**config.mk**
```make
export PLATFORM = sky130hd
export DESIGN_NAME = pc_sequencer_flat
export DESIGN_NICKNAME = d
export VERILOG_FILES = /design/src/rtl/pc_sequencer_if.sv /design/src/rtl/pc_sequencer.sv /design/src/flat_wrapper.sv
export SDC_FILE = /design/constraint.sdc
export NUM_CORES = 1
export LEC_CHECK = 0
export ABC_CLOCK_PERIOD_IN_PS = 3300
export BUFFER_PORTS_ARGS = -buffer_cell sky130_fd_sc_hd__clkbuf_2
export CAP_MARGIN = 20
export CORE_MARGIN = 5
export CORE_UTILIZATION = 59
export DETAILED_ROUTE_END_ITERATION = 8
export PLACE_DENSITY = 0.79
export SLEW_MARGIN = 20
export SYNTH_ARGS = -nofsm -noshare
export SYNTH_HDL_FRONTEND = slang
export SYNTH_SLANG_ARGS = --single-unit
```
**constraint.sdc**
```tcl
create_clock -name clk -period 3.3 [get_ports clk]
set_input_delay 0.165 -clock clk [delete_from_list [all_inputs] [get_ports clk]]
set_output_delay 0.165 -clock clk [all_outputs]
set_load 0.005 [all_outputs]
```
**src/rtl/pc_sequencer_if.sv**
```systemverilog
`default_nettype none
// ============================================================================
// Module      : pc_sequencer_if
// Description : Request/status bundle between the fetch-control master and
//               the pc_sequencer slave.
// Revision    : 1.0 - initial release
// ============================================================================

interface pc_sequencer_if #(
   parameter int AW = 8
);
   logic          stall;
   logic          br_take;
   logic          call;
   logic          ret;
   logic [AW-1:0] br_target;
   logic [AW-1:0] pc;
   logic          ras_empty;
   logic          ras_full;
   logic          ras_ovf;
   logic          ras_unf;

   modport master (
      output stall, br_take, call, ret, br_target,
      input  pc, ras_empty, ras_full, ras_ovf, ras_unf
   );

   modport slave (
      input  stall, br_take, call, ret, br_target,
      output pc, ras_empty, ras_full, ras_ovf, ras_unf
   );
endinterface

`default_nettype wire

```
**src/rtl/pc_sequencer.sv**
```systemverilog
`default_nettype none
// ============================================================================
// Module      : pc_sequencer
// Description : Fetch PC sequencer with a circular return-address stack.
//               Macro PC_SEQ_STICKY_ERR_EN makes ras_ovf/ras_unf sticky.
// Revision    : 1.0 - initial release
// ============================================================================

module pc_sequencer #(
   parameter int            AW        = 8,
   parameter int            RAS_DEPTH = 4,
   parameter logic [AW-1:0] RESET_PC  = '0
) (
   input  wire           clk,
   input  wire           rst,
   pc_sequencer_if.slave bus
);

   localparam int            c_CW       = $clog2(RAS_DEPTH + 1);
   localparam int            c_TW       = $clog2(RAS_DEPTH);
   localparam logic [c_CW-1:0] c_CNT_FULL = c_CW'(RAS_DEPTH);
   localparam logic [c_TW-1:0] c_TOP_LAST = c_TW'(RAS_DEPTH - 1);

   // ------------------------------------------------------------------------
   // State
   // ------------------------------------------------------------------------
   logic [AW-1:0]   pc_q,    pc_d;
   logic [c_TW-1:0] top_q,   top_d;
   logic [c_CW-1:0] cnt_q,   cnt_d;
   logic            empty_q, empty_d;
   logic            full_q,  full_d;
   logic            ovf_q,   ovf_d;
   logic            unf_q,   unf_d;
   logic [AW-1:0]   ras_q [RAS_DEPTH];

   // Combinational helpers
   logic [AW-1:0]   w_pc_inc;
   logic [c_TW-1:0] w_top_inc;
   logic [c_TW-1:0] w_top_dec;
   logic            w_empty;
   logic            w_full;
   logic            w_wr_en;
   logic [c_TW-1:0] w_wr_idx;
   logic            w_ovf_ev;
   logic            w_unf_ev;

   assign w_pc_inc  = pc_q + AW'(1);
   assign w_top_inc = (top_q == c_TOP_LAST) ? '0 : top_q + c_TW'(1);
   assign w_top_dec = (top_q == '0) ? c_TOP_LAST : top_q - c_TW'(1);
   assign w_empty   = (cnt_q == '0);
   assign w_full    = (cnt_q == c_CNT_FULL);

   // ------------------------------------------------------------------------
   // State register
   // ------------------------------------------------------------------------
   always_ff @(posedge clk or posedge rst) begin
      if (rst) begin
         pc_q    <= RESET_PC;
         top_q   <= '0;
         cnt_q   <= '0;
         empty_q <= 1'b1;
         full_q  <= 1'b0;
         ovf_q   <= 1'b0;
         unf_q   <= 1'b0;
      end else begin
         pc_q    <= pc_d;
         top_q   <= top_d;
         cnt_q   <= cnt_d;
         empty_q <= empty_d;
         full_q  <= full_d;
         ovf_q   <= ovf_d;
         unf_q   <= unf_d;
      end
   end

   // Every push (plain call, tail-call) stores pc+1, so the write data is fixed.
   generate
      for (genvar g = 0; g < RAS_DEPTH; g++) begin : g_entry
         always_ff @(posedge clk or posedge rst) begin
            if (rst) begin
               ras_q[g] <= '0;
            end else if (w_wr_en && (w_wr_idx == c_TW'(g))) begin
               ras_q[g] <= w_pc_inc;
            end
         end
      end
   endgenerate

   // ------------------------------------------------------------------------
   // Next-state logic
   // ------------------------------------------------------------------------
   always_comb begin
      pc_d     = w_pc_inc;
      top_d    = top_q;
      cnt_d    = cnt_q;
      w_wr_en  = 1'b0;
      w_wr_idx = w_top_inc;
      w_ovf_ev = 1'b0;
      w_unf_ev = 1'b0;

      if (bus.stall) begin
         pc_d = pc_q;
      end else if (bus.call && bus.ret) begin
         pc_d    = bus.br_target;
         w_wr_en = 1'b1;
         if (w_empty) begin
            top_d = w_top_inc;
            cnt_d = cnt_q + c_CW'(1);
         end else begin
            w_wr_idx = top_q;
         end
      end else if (bus.ret) begin
         if (w_empty) begin
            w_unf_ev = 1'b1;
         end else begin
            pc_d  = ras_q[top_q];
            top_d = w_top_dec;
            cnt_d = cnt_q - c_CW'(1);
         end
      end else if (bus.call) begin
         pc_d    = bus.br_target;
         w_wr_en = 1'b1;
         top_d   = w_top_inc;
         if (w_full) begin
            w_ovf_ev = 1'b1;
         end else begin
            cnt_d = cnt_q + c_CW'(1);
         end
      end else if (bus.br_take) begin
         pc_d = bus.br_target;
      end
   end

   always_comb begin
      empty_d = (cnt_d == '0);
      full_d  = (cnt_d == c_CNT_FULL);
`ifdef PC_SEQ_STICKY_ERR_EN
      ovf_d   = ovf_q | w_ovf_ev;
      unf_d   = unf_q | w_unf_ev;
`else
      ovf_d   = w_ovf_ev;
      unf_d   = w_unf_ev;
`endif
   end

   // ------------------------------------------------------------------------
   // Outputs
   // ------------------------------------------------------------------------
   always_comb begin
      bus.pc        = pc_q;
      bus.ras_empty = empty_q;
      bus.ras_full  = full_q;
      bus.ras_ovf   = ovf_q;
      bus.ras_unf   = unf_q;
   end

endmodule

`default_nettype wire
```
**src/flat_wrapper.sv**
```systemverilog
// flat-port wrapper written by rule: the top's interface ports become plain ports
module pc_sequencer_flat 
#(
   parameter int            AW        = 8,
   parameter int            RAS_DEPTH = 4,
   parameter logic [AW-1:0] RESET_PC  = '0
)
  (clk, rst, bus_stall, bus_br_take, bus_call, bus_ret, bus_br_target, bus_pc, bus_ras_empty, bus_ras_full, bus_ras_ovf, bus_ras_unf);
  pc_sequencer_if #(.AW(AW)) bus_i ();
  input  wire clk;
  input  wire rst;
  input wire logic [$bits(bus_i.stall)-1:0] bus_stall;
  input wire logic [$bits(bus_i.br_take)-1:0] bus_br_take;
  input wire logic [$bits(bus_i.call)-1:0] bus_call;
  input wire logic [$bits(bus_i.ret)-1:0] bus_ret;
  input wire logic [$bits(bus_i.br_target)-1:0] bus_br_target;
  output wire logic [$bits(bus_i.pc)-1:0] bus_pc;
  output wire logic [$bits(bus_i.ras_empty)-1:0] bus_ras_empty;
  output wire logic [$bits(bus_i.ras_full)-1:0] bus_ras_full;
  output wire logic [$bits(bus_i.ras_ovf)-1:0] bus_ras_ovf;
  output wire logic [$bits(bus_i.ras_unf)-1:0] bus_ras_unf;
  assign bus_i.stall = bus_stall;
  assign bus_i.br_take = bus_br_take;
  assign bus_i.call = bus_call;
  assign bus_i.ret = bus_ret;
  assign bus_i.br_target = bus_br_target;
  assign bus_pc = bus_i.pc;
  assign bus_ras_empty = bus_i.ras_empty;
  assign bus_ras_full = bus_i.ras_full;
  assign bus_ras_ovf = bus_i.ras_ovf;
  assign bus_ras_unf = bus_i.ras_unf;
  pc_sequencer #(.AW(AW), .RAS_DEPTH(RAS_DEPTH), .RESET_PC(RESET_PC)) u_core (.clk(clk), .rst(rst), .bus(bus_i));
endmodule
```
==> results.sh <==
export IMPL_synth_distinct_cells=47
export IMPL_hpwlAfterDp_um=4180
export IMPL_critical_path_class="reg -> reg"
export IMPL_dr_total_vias=1973
export IMPL_post_route_util_pct=67.0
export IMPL_ctsHoldBuffers=0
export IMPL_grt_first_pass_wirelength_um=10100
export IMPL_async_reset_ff_share_pct=100
export IMPL_met1_usage_pct=30.9
export IMPL_start_util_pct=61.4
export IMPL_viasPerCell=6.18
export IMPL_drv_cap=0
export IMPL_hold_path_class="in -> async"
export IMPL_nNetsFinal=286
export IMPL_status="finished with violations"
export IMPL_crit_chain="inv_1 > ha_1 > nand2_1 > o22ai_1 > a31o_4 > nor4b_4 > mux2_2"
export IMPL_worstSkewPairLatency_ns=0.31
export IMPL_port_buffer_count=25
export IMPL_ioPinCount=26
export IMPL_p_leak_nw=1.30
export IMPL_pwr_density_cell_nw_per_um2=832
export IMPL_cts_resized=0
export IMPL_grt_usage_pct=21.3
export IMPL_cp_max_fo=11
export IMPL_totalPowerFinal_mw=2.46
export IMPL_drc=0
export IMPL_slew_viol_final=0
export IMPL_hold_viol=48
export IMPL_routedWlPerCell_um=18.9
export IMPL_met3_usage_pct=4.63
export IMPL_antenna_cells=0
export IMPL_overflow=0
export IMPL_final_setup_worst_slack_ns=0.653
export IMPL_relSlewSlack_pct=34.4
export IMPL_die_h_um=77.8
export IMPL_grt_setup_unrepaired="no"
export IMPL_cts_buffer_depth=2
export IMPL_clockRootBuffer="clkbuf_8"
export IMPL_dominantRegCellSynth="dfrtp_1"
export IMPL_synthCells=243
export IMPL_ir_drop_v=0.000457
export IMPL_cp_slowest_stage_delay_ns=0.69
export IMPL_dieArea_um2=6050
export IMPL_period_share_pct=80.2
export IMPL_drtIter0Drc=168
export IMPL_instances_no_fill=319
export IMPL_cp_num_buf_inv=1
export IMPL_syn_mean_instance_area_um2=11.1
export IMPL_period_needed_ns=2.65
export IMPL_cp_end_kind="register"
export IMPL_grt_max_degree=50
export IMPL_tightestPinTransition_ns=0.959
export IMPL_yosysSeqAreaShare_pct=45.3
export IMPL_ant_nets=0
export IMPL_layout_common_cells="48 x dfrtp_1, 29 x mux2_2, 25 x clkbuf_2"
export IMPL_layout_commonest_cell="dfrtp_1"
export IMPL_final_cell_area_um2=2960
export IMPL_dpl_instance_area_um2=2870
export IMPL_critPathRequiredTime_ns=3.49
export IMPL_skew_ns=0.0125
export IMPL_numClockSinks=49
export IMPL_clk_pin_slew_worst_paths_ns=0.10
export IMPL_grt_use_met2_pct=32.1
export IMPL_setup_viol=0
export IMPL_slowest_stage="dfrtp_1"
export IMPL_numCtsBuffers=5
export IMPL_place_gp_congestion=0.896
export IMPL_die_width_um=77.8
export IMPL_netlist_area_um2=2710
export IMPL_violations="hold timing"
export IMPL_max_freq_mhz=378
export IMPL_synth_seq_cells=49
export IMPL_antenna_found_initial=0
export IMPL_arrival_ns=2.84
export IMPL_placed_cells=311
export IMPL_tritoncts="built"
export IMPL_busiest_layer="met2"
export IMPL_routed_wl_um=6030
export IMPL_fin_tns_setup_ns=0
export IMPL_drt_pass1_iterations=4
export IMPL_yosys_warnings=0
export IMPL_core_area_um2=4410
export IMPL_dpl_worst_slack_ns=0.679
export IMPL_syn_to_final_growth_pct=9.19
export IMPL_syn_num_nets=263
export IMPL_drive_gt1_share_pct=30.0
export IMPL_grt_pass1_vias=1934
export IMPL_hold_ws_ns=-0.0365
export IMPL_synth_edf_count=0
export IMPL_htreeDepth=2
export IMPL_post_cts_buffers=0
export IMPL_cp_start_kind="register"
export IMPL_rows=24
export IMPL_path_delay_family="flip-flops"
sequential cells by signal, summed over array words and instances (netlist names):
name / flops
u_core.bus.ras_unf: 1
u_core.top_q: 2
u_core.ras_q: 32
u_core.bus.ras_full: 1
u_core.bus.ras_ovf: 1
u_core.bus.pc: 8
u_core.bus.ras_empty: 1
u_core.cnt_q: 3
layout make-up:
class                   instances  area [um2]
inverters                      14        53.8
fillers                       328        1460
repair buffers                 26         133
flip-flops and latches         49        1230
clock buffers                   5        68.8
well taps                      52        65.1
multi-input cells             170        1390
clock inverters                 3        22.5
layer usage:
layer,vias up,wire length (um)
met3,10,391
met4,0,106
met2,66,2810
met5,-,0
met1,969,2720
li1,928,-
logic make-up after synthesis:
family          Yosys count  synth area share [%]
mux                      41                  20.2
flops                    49                  45.3
fa+ha+maj                 6                  2.77
compound gates           48                  12.1
simple gates             67                  13.6
buf+inv                  24                  3.46
xor+xnor                  8                  2.59
final timing paths:
path                             startpoint  cells after the start  slack [ns]               end
max reg2reg                 u_core.top_q[1]                      7        0.65  u_core.ras_q[26]
min                                     rst                      2       -0.04  u_core.bus.pc[7]
min in group clk           bus_br_target[4]                      3        0.14  u_core.bus.pc[4]
min reg2reg                u_core.ras_q[10]                      1        0.51  u_core.ras_q[10]
max in group asynchronous               rst                      2        2.84  u_core.ras_q[10]
max                         u_core.top_q[1]                      7        0.65  u_core.ras_q[26]
Yosys cell counts, types with 4 or more instances:
cell	number	area share [%]
dfrtp_1	48	44
mux2_2	29	12
nand2_1	19	2.6
nor2_1	17	2.4
inv_1	14	1.9
a21oi_1	13	2.4
mux4_2	8	6.7
o21ai_0	8	1.5
nand3_1	7	1.3
ha_1	6	2.8
xnor2_1	6	1.9
clkbuf_1	5	0.69
nor3_1	5	0.92
mux2i_1	4	1.5
nor2b_1	4	0.92
o31ai_1	4	1.1
where the power goes:
group          internal, mW  leakage [nW]  switching [mW]
logic                 0.546         0.665           0.474
registers             0.861         0.586           0.212
clock network         0.151        0.0481           0.216
total                  1.56          1.30           0.902
Power figures use the tool's default switching activity.
